$ cat config.mk
export PLATFORM = sky130hd
export DESIGN_NAME = spi_slave_regfile
export DESIGN_NICKNAME = d
export VERILOG_FILES = /design/src/rtl/spi_pkg.sv /design/src/rtl/spi_sync_edge.sv /design/src/rtl/spi_slave_regfile.sv
export SDC_FILE = /design/constraint.sdc
export NUM_CORES = 1
export LEC_CHECK = 0
export CORE_MARGIN = 4
export CORE_UTILIZATION = 39
export DETAILED_ROUTE_END_ITERATION = 7
export DONT_BUFFER_PORTS = 1
export HOLD_SLACK_MARGIN = 0.02
export SYNTH_ARGS = -nofsm -noshare
export SYNTH_HDL_FRONTEND = slang
export SYNTH_SLANG_ARGS = --single-unit
$ cat constraint.sdc
create_clock -name sys_clk -period 2.8 [get_ports sys_clk]
set_clock_uncertainty 0.05 [all_clocks]
set_input_delay 0.56 -clock sys_clk [delete_from_list [all_inputs] [get_ports sys_clk]]
set_output_delay 0.56 -clock sys_clk [all_outputs]
set_load 0.02 [all_outputs]
$ cat src/rtl/spi_pkg.sv
// Shared SPI frame layout, command codes and slave FSM states; also used by spi_master.
package spi_pkg;

  localparam int unsigned DEF_FRAME_BITS = 24;
  localparam int unsigned DEF_ADDR_W     = 4;
  localparam int unsigned DEF_DATA_W     = 16;
  localparam int unsigned CMD_W          = 4;

  localparam logic [CMD_W-1:0] CMD_WRITE = 4'b1000;
  localparam logic [CMD_W-1:0] CMD_READ  = 4'b0000;

  typedef enum logic [1:0] {
    StIdle   = 2'd0,
    StShift  = 2'd1,
    StCommit = 2'd2,
    StWaitCs = 2'd3
  } spi_state_e;

  // On-wire order, MSB first: cmd, addr, data.
  typedef struct packed {
    logic [CMD_W-1:0]      cmd;
    logic [DEF_ADDR_W-1:0] addr;
    logic [DEF_DATA_W-1:0] data;
  } spi_frame_t;

endpackage

$ cat src/rtl/spi_sync_edge.sv
// Multi-stage pin synchronizer with a trailing history flop for rise/fall detection.
module spi_sync_edge #(
  parameter int unsigned STAGES    = 2,
  parameter logic        RESET_VAL = 1'b0
) (
  input  logic sys_clk,
  input  logic sys_rst_n,
  input  logic async_i,
  output logic sync_o,
  output logic rise_o,
  output logic fall_o
);

  logic [STAGES-1:0] sync_q, sync_d;
  logic              prev_q, prev_d;

  always_comb begin
    sync_d    = sync_q;
    sync_d[0] = async_i;
    for (int i = 1; i < STAGES; i++) begin
      sync_d[i] = sync_q[i-1];
    end
    prev_d = sync_q[STAGES-1];
  end

  always_ff @(posedge sys_clk or negedge sys_rst_n) begin
    if (!sys_rst_n) begin
      sync_q <= {STAGES{RESET_VAL}};
      prev_q <= RESET_VAL;
    end else begin
      sync_q <= sync_d;
      prev_q <= prev_d;
    end
  end

  assign sync_o = sync_q[STAGES-1];
  assign rise_o = sync_o & ~prev_q;
  assign fall_o = ~sync_o & prev_q;

endmodule

$ cat src/rtl/spi_slave_regfile.sv
// SPI mode-0 slave writing a 16-entry register file from 24-bit frames.
// Optional MISO readback of CMD_READ frames is enabled by defining SPI_SLAVE_READBACK_EN.
module spi_slave_regfile
  import spi_pkg::*;
#(
  parameter int unsigned FRAME_BITS  = DEF_FRAME_BITS,
  parameter int unsigned ADDR_W      = DEF_ADDR_W,
  parameter int unsigned DATA_W      = DEF_DATA_W,
  parameter int unsigned SYNC_STAGES = 2
) (
  input  logic              sys_clk,
  input  logic              sys_rst_n,
  input  logic              spi_cs,
  input  logic              spi_sck,
  input  logic              spi_mosi,
  output logic              spi_miso,
  output logic              wr_valid,
  output logic [ADDR_W-1:0] wr_addr,
  output logic [DATA_W-1:0] wr_data,
  output logic              frame_err,
  input  logic [ADDR_W-1:0] rd_addr,
  output logic [DATA_W-1:0] rd_data
);

  localparam int unsigned       NumRegs   = 2 ** ADDR_W;
  localparam int unsigned       CntW      = $clog2(FRAME_BITS + 2);
  localparam logic [CntW-1:0]   CntFull   = CntW'(FRAME_BITS);
  localparam logic [CntW-1:0]   CntSat    = CntW'(FRAME_BITS + 1);
  localparam int unsigned       SettleW   = $clog2(SYNC_STAGES + 2);
  localparam logic [SettleW-1:0] SettleMax = SettleW'(SYNC_STAGES + 1);
`ifdef SPI_SLAVE_READBACK_EN
  localparam bit ReadbackEn = 1'b1;
`else
  localparam bit ReadbackEn = 1'b0;
`endif

  logic cs_sync, cs_rise, cs_fall;
  logic sck_sync, sck_rise, sck_fall;
  logic mosi_sync;

  spi_sync_edge #(
    .STAGES    (SYNC_STAGES),
    .RESET_VAL (1'b1)
  ) u_cs_sync (
    .sys_clk   (sys_clk),
    .sys_rst_n (sys_rst_n),
    .async_i   (spi_cs),
    .sync_o    (cs_sync),
    .rise_o    (cs_rise),
    .fall_o    (cs_fall)
  );

  spi_sync_edge #(
    .STAGES    (SYNC_STAGES),
    .RESET_VAL (1'b0)
  ) u_sck_sync (
    .sys_clk   (sys_clk),
    .sys_rst_n (sys_rst_n),
    .async_i   (spi_sck),
    .sync_o    (sck_sync),
    .rise_o    (sck_rise),
    .fall_o    (sck_fall)
  );

  // MOSI needs no edge detect; its chain keeps it aligned with sck_rise.
  logic [SYNC_STAGES-1:0] mosi_sync_q, mosi_sync_d;

  always_comb begin
    mosi_sync_d    = mosi_sync_q;
    mosi_sync_d[0] = spi_mosi;
    for (int i = 1; i < SYNC_STAGES; i++) begin
      mosi_sync_d[i] = mosi_sync_q[i-1];
    end
  end

  assign mosi_sync = mosi_sync_q[SYNC_STAGES-1];

  spi_state_e               state_q, state_d;
  logic [CntW-1:0]          cnt_q, cnt_d;
  logic [FRAME_BITS-1:0]    shift_q, shift_d;
  logic [SettleW-1:0]       settle_q, settle_d;
  logic [DATA_W-1:0]        regs_q [NumRegs];
  logic [DATA_W-1:0]        regs_d [NumRegs];
  logic                     wr_valid_q, wr_valid_d;
  logic [ADDR_W-1:0]        wr_addr_q, wr_addr_d;
  logic [DATA_W-1:0]        wr_data_q, wr_data_d;
  logic                     frame_err_q, frame_err_d;
  logic [DATA_W-1:0]        rd_data_q, rd_data_d;

  logic [CMD_W-1:0]  frame_cmd;
  logic [ADDR_W-1:0] frame_addr;
  logic [DATA_W-1:0] frame_data;
  logic              frame_full, is_write, is_read;

  assign frame_cmd  = shift_q[FRAME_BITS-1 -: CMD_W];
  assign frame_addr = shift_q[DATA_W +: ADDR_W];
  assign frame_data = shift_q[DATA_W-1:0];
  assign frame_full = (cnt_q == CntFull);
  assign is_write   = frame_full && (frame_cmd == CMD_WRITE);
  assign is_read    = frame_full && (frame_cmd == CMD_READ) && ReadbackEn;

  // Synchronizer outputs hold reset values for a few cycles; cs is not trusted until then.
  always_comb begin
    settle_d = settle_q;
    if (settle_q != SettleMax) begin
      settle_d = settle_q + 1'b1;
    end
  end

  always_comb begin
    state_d     = state_q;
    cnt_d       = cnt_q;
    shift_d     = shift_q;
    regs_d      = regs_q;
    wr_valid_d  = 1'b0;
    wr_addr_d   = wr_addr_q;
    wr_data_d   = wr_data_q;
    frame_err_d = 1'b0;
    rd_data_d   = regs_q[rd_addr];

    case (state_q)
      StWaitCs: begin
        if ((settle_q == SettleMax) && cs_sync) begin
          state_d = StIdle;
        end
      end
      StIdle: begin
        if (cs_fall) begin
          state_d = StShift;
          cnt_d   = '0;
          shift_d = '0;
        end
      end
      StShift: begin
        if (cs_rise) begin
          state_d = StCommit;
        end else if (sck_rise) begin
          shift_d = {shift_q[FRAME_BITS-2:0], mosi_sync};
          if (cnt_q != CntSat) begin
            cnt_d = cnt_q + 1'b1;
          end
        end
      end
      StCommit: begin
        if (is_write) begin
          wr_valid_d         = 1'b1;
          wr_addr_d          = frame_addr;
          wr_data_d          = frame_data;
          regs_d[frame_addr] = frame_data;
        end else if (!is_read) begin
          frame_err_d = 1'b1;
        end
        if (cs_fall) begin
          state_d = StShift;
          cnt_d   = '0;
          shift_d = '0;
        end else begin
          state_d = StIdle;
        end
      end
      default: state_d = StWaitCs;
    endcase
  end

  always_ff @(posedge sys_clk or negedge sys_rst_n) begin
    if (!sys_rst_n) begin
      mosi_sync_q <= '0;
      state_q     <= StWaitCs;
      cnt_q       <= '0;
      shift_q     <= '0;
      settle_q    <= '0;
      wr_valid_q  <= 1'b0;
      wr_addr_q   <= '0;
      wr_data_q   <= '0;
      frame_err_q <= 1'b0;
      rd_data_q   <= '0;
      for (int i = 0; i < NumRegs; i++) begin
        regs_q[i] <= '0;
      end
    end else begin
      mosi_sync_q <= mosi_sync_d;
      state_q     <= state_d;
      cnt_q       <= cnt_d;
      shift_q     <= shift_d;
      settle_q    <= settle_d;
      wr_valid_q  <= wr_valid_d;
      wr_addr_q   <= wr_addr_d;
      wr_data_q   <= wr_data_d;
      frame_err_q <= frame_err_d;
      rd_data_q   <= rd_data_d;
      regs_q      <= regs_d;
    end
  end

  assign wr_valid  = wr_valid_q;
  assign wr_addr   = wr_addr_q;
  assign wr_data   = wr_data_q;
  assign frame_err = frame_err_q;
  assign rd_data   = rd_data_q;

`ifdef SPI_SLAVE_READBACK_EN
  logic [DATA_W-1:0] miso_shift_q, miso_shift_d;
  logic [CntW-1:0]   miso_left_q, miso_left_d;
  logic              miso_q, miso_d;
  logic              load_rd;

  // Command and address are complete on the rise that brings the count to CMD_W+ADDR_W.
  assign load_rd = (state_q == StShift) && sck_rise && !cs_rise &&
                   (cnt_q == CntW'(CMD_W + ADDR_W - 1)) &&
                   (shift_d[CMD_W+ADDR_W-1 -: CMD_W] == CMD_READ);

  always_comb begin
    miso_shift_d = miso_shift_q;
    miso_left_d  = miso_left_q;
    miso_d       = miso_q;
    if (state_q != StShift) begin
      miso_d      = 1'b0;
      miso_left_d = '0;
    end else if (load_rd) begin
      miso_shift_d = regs_q[shift_d[ADDR_W-1:0]];
      miso_left_d  = CntW'(DATA_W);
    end else if (sck_fall) begin
      if (miso_left_q != '0) begin
        miso_d       = miso_shift_q[DATA_W-1];
        miso_shift_d = {miso_shift_q[DATA_W-2:0], 1'b0};
        miso_left_d  = miso_left_q - 1'b1;
      end else begin
        miso_d = 1'b0;
      end
    end
  end

  always_ff @(posedge sys_clk or negedge sys_rst_n) begin
    if (!sys_rst_n) begin
      miso_shift_q <= '0;
      miso_left_q  <= '0;
      miso_q       <= 1'b0;
    end else begin
      miso_shift_q <= miso_shift_d;
      miso_left_q  <= miso_left_d;
      miso_q       <= miso_d;
    end
  end

  assign spi_miso = miso_q;
`else
  logic unused_sck_fall;
  assign unused_sck_fall = sck_fall;
  assign spi_miso        = 1'b0;
`endif

  logic unused_sck_sync;
  assign unused_sck_sync = sck_sync;

endmodule

==> results of run 1 <==
-- registers in the layout, indices dropped and copies added (netlist names) --
name,flops
regs_q,256
settle_q,2
wr_valid,1
wr_data,16
u_cs_sync.sync_q,2
frame_err,1
wr_addr,4
u_sck_sync.prev_q,1
u_cs_sync.prev_q,1
u_sck_sync.sync_q,2
state_q,2
rd_data,16
mosi_sync_q,2
cnt_q,5
shift_q,24
-- worst max-delay path by stage --
stage          slack, ns  cells after the start                     end                  from
2_1_floorplan       0.34                      9  regs_q[10]$_DFFE_PN0P_  cnt_q[0]$_DFFE_PN0P_
3_3_place_gp        0.36                      7  regs_q[77]$_DFFE_PN0P_  cnt_q[0]$_DFFE_PN0P_
3_5_place_dp        0.33                      7  regs_q[13]$_DFFE_PN0P_  cnt_q[0]$_DFFE_PN0P_
4_1_cts             0.31                      7   regs_q[6]$_DFFE_PN0P_  cnt_q[0]$_DFFE_PN0P_
5_1_grt             0.17                      7  regs_q[76]$_DFFE_PN0P_  cnt_q[0]$_DFFE_PN0P_
6_report            0.31                      7   regs_q[8]$_DFFE_PN0P_  cnt_q[0]$_DFFE_PN0P_
-- power breakdown --
group          internal [W]  switching, W
clock               0.00284       0.00191
sequential          0.00488     0.0000840
combinational     0.0000882     0.0000811
total               0.00781       0.00207
-- through the flow --
step           cell area (um2)  setup slack, ns  instances  hold WS [ns]  total power, W
3_5_place_dp             15000            0.329       1322         0.234         0.00522
4_1_cts                  16200            0.310       1388        -0.327          0.0100
5_1_grt                  16200            0.168       1388        -0.324          0.0102
3_3_place_gp             15000            0.357       1322         0.234         0.00522
6_report                 16200            0.306       1388        -0.295         0.00988
2_1_floorplan            14500            0.337        914         0.214         0.00520
-- per-layer routing --
metal  track usage, %  wire length [um]  part of all wire (%)
met1             23.1             15100                    47
met3             2.37              1080                   3.4
met5                0                 0                     0
met2             25.7             15400                    48
met4             3.29               426                   1.3
-- worst max-delay path: stages (launching register included) --
cell and delay [ns]:
dfrtp_1 0.44, inv_1 0.08, ha_1 0.15, nand4bb_1 0.16
or3_1 0.42, or4_1 0.50, buf_4 0.24, mux2_4 0.32
-- cell usage in the layout (no fill, tap or decap), types with 8 or more instances in the layout --
cell and count:
a22o_1 26, a22oi_1 32, buf_4 21, clkbuf_1 8, clkbuf_16 39, clkbuf_8 8
dfrtp_1 330, mux2_2 257, mux2_4 20, mux4_2 64, nand2_1 25, nand4_1 9
-- final cells by class --
cell class,count,area [um2]
Tap cell,468,586
Timing Repair Buffer,28,268
Clock buffer,55,1120
Multi-Input combinational cell,488,5720
Sequential cell,335,8390
Fill cell,3224,20400
Inverter,6,22.5
Clock inverter,8,71.3
-- logic make-up (layout without fill, tap and decap cells) --
family | after synthesis | after routing | share of synthesized area, %
AND/OR/NAND/NOR | 73 | 73 | 3.20
multiplexers | 343 | 343 | 32.1
adder cells (fa/ha/maj) | 4 | 4 | 0.345
AO/OA/AOI/OAI | 66 | 66 | 3.59
other | 1 | 1 | 0.0259
buffers and inverters | 91 | 97 | 2.73
XOR/XNOR | 1 | 1 | 0.0605
flip-flops | 335 | 335 | 57.9
==> flow_metrics.tcl, run 1 <==
set metrics [dict create \
    status "complete, but fails checks" \
    violations "hold timing" \
    rsz0062_at_grt "no" \
    r2r_end "regs_q[8]$_DFFE_PN0P_" \
    pin_count 48 \
    yosys.area.top_type "dfrtp_1" \
    cts_tree "yes" \
    drc 0 \
    maxCapViolCount 0 \
    leakage_nw 7.77 \
    syn_area_um2 14500 \
    reg2reg_from "cnt_q[0]$_DFFE_PN0P_" \
    layout-drive-gt1-share_pct 47.7 \
    tns_ns 0 \
    worst_skew_pair.late_latency_ns 0.52 \
    fmax_ghz 0.401 \
    cp_max_fo 16 \
    slew_headroom_pct 4.61 \
    antenna_cells 0 \
    syn_inst 914 \
    crit_arrival_ns 2.85 \
    grt_pass1_wl_um 50600 \
    synth_warnings 0 \
    ctsHoldBuffers 3 \
    setup_viol 0 \
    seq_area_frac_synth_pct 57.9 \
    hpwl_um 18200 \
    r2r_cells 7 \
    synth_cell_types 45 \
    port_buffers 0 \
    cts.reportedPaths.clkPinSlew_ns 0.06 \
    period_needed_ns 2.49 \
    chipWidth_um 201 \
    r2r_slack_ns 0.31 \
    num_rows 70 \
    hp-class "input port to asynchronous set/reset pin" \
    end_kind "flip-flop" \
    vias_per_cell 5.52 \
    cts_sinks 335 \
    start_kind "flip-flop" \
    fin_util_pct 44.2 \
    grt_pass1_vias 8176 \
    synth_async_sr_flop_share_pct 100 \
    nets 909 \
    grt_max_degree 336 \
    routed_wirelength_um 32000 \
    syn2layout_area_growth_pct 11.7 \
    yosys-top-cells-count "330 x dfrtp_1, 257 x mux2_2, 64 x mux4_2" \
    synth.top_cell.area_share_pct 57.0 \
    gp_congestion 0.770 \
    start_util_pct 39.6 \
    dr.pass1.iters 4 \
    h-tree-depth 2 \
    cts_buffers 37 \
    synth_most_common_cell "dfrtp_1" \
    core_um2 36600 \
    clockRootBuffer "clkbuf_16" \
    vias 7663 \
    die_h_um 201 \
    grtUsageTotal_pct 15.9 \
    hold_ws_ns -0.295 \
    dr.first_iter.drc_count 577 \
    synth_ff_type "dfrtp_1" \
    ir_worst_vdd_mv 0.345 \
    ys_ff_latch 335 \
    tightest_slew_ns 1.43 \
    drv_slew 0 \
    syn-num-nets 927 \
    clockBufferDepth 3 \
    avgSynthCellArea_um2 15.8 \
    antenna_found_initial 0 \
    grt_overflow 0 \
    wl_per_cell_um 23.0 \
    fin_crit_sh_pct 89.1 \
    die-area_um2 40300 \
    drtAntennaViolNets 0 \
    hold_viol 286 \
    synth_edf_count 0 \
    worstSetupPathType "flip-flop to flip-flop" \
    cts_setup_buffers 0 \
    cts.repair.resized 0 \
    critPathRequiredTime_ns 3.16 \
    yosys-top-cells-area "dfrtp_1 57%, mux2_2 20%, mux4_2 9.9%" \
    power_density_nw_per_um2 611 \
]
Note: power is estimated with default switching activity, not from simulation.
==> run 2: changes to the inputs <==
CORE_UTILIZATION = 55   (was 39)
PLACE_DENSITY = 0.7   (was unset)
==> flow_metrics.tcl, run 2 (synthesis gave the netlist of run 1 again) <==
set metrics [dict create \
    violations "hold timing" \
    h-tree-depth 2 \
    layout_common_cells "330 x dfrtp_1, 257 x mux2_2, 64 x mux4_2, 37 x clkbuf_16, 32 x a22oi_1" \
    reg2reg_from "cnt_q[0]$_DFFE_PN0P_" \
    hold_ws_ns -0.296 \
    hpwl_um 18500 \
    start_kind "flip-flop" \
    highest_layer "met4" \
    tightest_slew_ns 0.968 \
    largest_reg_flops 256 \
    num_rows 59 \
    core_um2 26000 \
    end_kind "flip-flop" \
    rsz0062_at_grt "no" \
    cp_max_fo 16 \
    drt-met1-wl_um 13700 \
    fin_util_pct 61.6 \
    drtAntennaViolNets 0 \
    period_needed_ns 2.51 \
    dr.pass1.iters 5 \
    grt_overflow 0 \
    chipWidth_um 170 \
    vias_per_cell 6.24 \
    wl_met2_um 16100 \
    cts.reportedPaths.clkPinSlew_ns 0.06 \
    grt_max_degree 336 \
    cts_setup_buffers 0 \
    gp_congestion 0.774 \
    r2r_cells 7 \
    regMostFlops "regs_q" \
    wl_per_cell_um 25.2 \
    fillers 1888 \
    antenna_found_initial 0 \
    dr.first_iter.drc_count 598 \
    nets 912 \
    met3_length_um 1380 \
    fmax_ghz 0.398 \
    antenna_cells 0 \
    cts_tree "yes" \
    port_buffers 0 \
    r2r_end "regs_q[75]$_DFFE_PN0P_" \
    pin_count 48 \
    setup_viol 0 \
    worstSetupPathType "flip-flop to flip-flop" \
    clockBufferDepth 3 \
    tns_ns 0 \
    critPathRequiredTime_ns 3.14 \
    hp-class "input port to asynchronous set/reset pin" \
    ir_worst_vdd_mv 0.508 \
    vias 7873 \
    cts_sinks 335 \
    clockRootBuffer "clkbuf_16" \
    die_h_um 170 \
    cp_cell_sequence "inv_1 > ha_1 > nand4bb_1 > or3_1 > or4_1 > buf_4 > mux2_4" \
    power_density_nw_per_um2 611 \
    cp_slowest_stage_delay_ns 0.48 \
    crit_path_top_delay_cell "or4_1" \
    cts_buffers 36 \
    grt_pass1_vias 8626 \
    die-area_um2 29000 \
    crit_arrival_ns 2.85 \
    maxCapViolCount 0 \
    ctsHoldBuffers 3 \
    hold_viol 330 \
    leakage_nw 7.78 \
    layout-drive-gt1-share_pct 47.4 \
    start_util_pct 55.7 \
    grt_pass1_wl_um 50500 \
    worst_skew_pair.late_latency_ns 0.51 \
    largest_registers "regs_q x256, shift_q x24" \
    r2r_slack_ns 0.29 \
    drv_slew 0 \
    syn2layout_area_growth_pct 10.5 \
    grtUsageTotal_pct 22.6 \
    drc 0 \
    final_common_cell "dfrtp_1" \
    slew_headroom_pct 35.5 \
    fin_crit_sh_pct 89.7 \
    status "complete, but fails checks" \
    routed_wirelength_um 31800 \
]
run 2: cell types whose count changed in the layout (fill, tap and decap cells not counted), moves of 2 or more:
cell	before	now
buf_4	21	25
clkbuf_16	39	37
nor2_1	2	5
nor2_2	3	0
nor2b_1	0	2
nor2b_2	2	0
run 2: per-stage QoR:
step / setup WS, ns / cell area (um2) / instances / power, W / hold WS (ns)
after global placement: 0.379 / 14800 / 1193 / 0.00521 / 0.226
after floorplan: 0.337 / 14500 / 914 / 0.00520 / 0.214
after detailed placement: 0.301 / 14800 / 1193 / 0.00522 / 0.230
after CTS: 0.289 / 16000 / 1261 / 0.00987 / -0.311
final: 0.289 / 16000 / 1261 / 0.00978 / -0.296
after global routing: 0.179 / 16000 / 1261 / 0.0101 / -0.313
run 2: layout make-up:
| class | count | area (um2) | area share [%] |
|---|---|---|---|
| inverters | 6 | 22.5 | 0.141 |
| repair buffers | 32 | 298 | 1.86 |
| clock inverters | 10 | 88.8 | 0.555 |
| clock buffers | 55 | 1080 | 6.77 |
| multi-input cells | 488 | 5710 | 35.7 |
| well taps | 335 | 419 | 2.62 |
| flip-flops and latches | 335 | 8390 | 52.4 |
run 2: worst max-delay path by stage:
stage                               from                      to
floorplan           cnt_q[0]$_DFFE_PN0P_  regs_q[10]$_DFFE_PN0P_
global placement    cnt_q[0]$_DFFE_PN0P_  regs_q[75]$_DFFE_PN0P_
detailed placement  cnt_q[0]$_DFFE_PN0P_  regs_q[75]$_DFFE_PN0P_
CTS                 cnt_q[0]$_DFFE_PN0P_  regs_q[96]$_DFFE_PN0P_
global route        cnt_q[0]$_DFFE_PN0P_  regs_q[36]$_DFFE_PN0P_
finish              cnt_q[0]$_DFFE_PN0P_  regs_q[75]$_DFFE_PN0P_
run 2: routing by layer:
layer  global-route usage (%)  vias up
li1                         -     3377
met1                     31.2     4287
met2                     37.9      157
met3                     3.53       52
met4                     5.73        0
met5                        0        -
run 2: what timing repair did:
item                                    4_1_cts  5_1_grt
resized for setup                             0        0
endpoints found under the setup margin        0        0
endpoints found under the hold margin       338      335
run 2: where the power goes:
group	switching [W]	internal [W]	total (W)
clock	0.00186	0.00277	0.00464
combinational	0.0000908	0.0000903	0.000181
sequential	0.0000822	0.00488	0.00496
total	0.00204	0.00774	0.00978
run 2: critical path, delay by kind of cell (launching register included):
family	cells	cell delay, ns
buf+inv	2	0.34
fa+ha+maj	1	0.16
flops	1	0.45
mux	1	0.33
simple gates	3	1.04
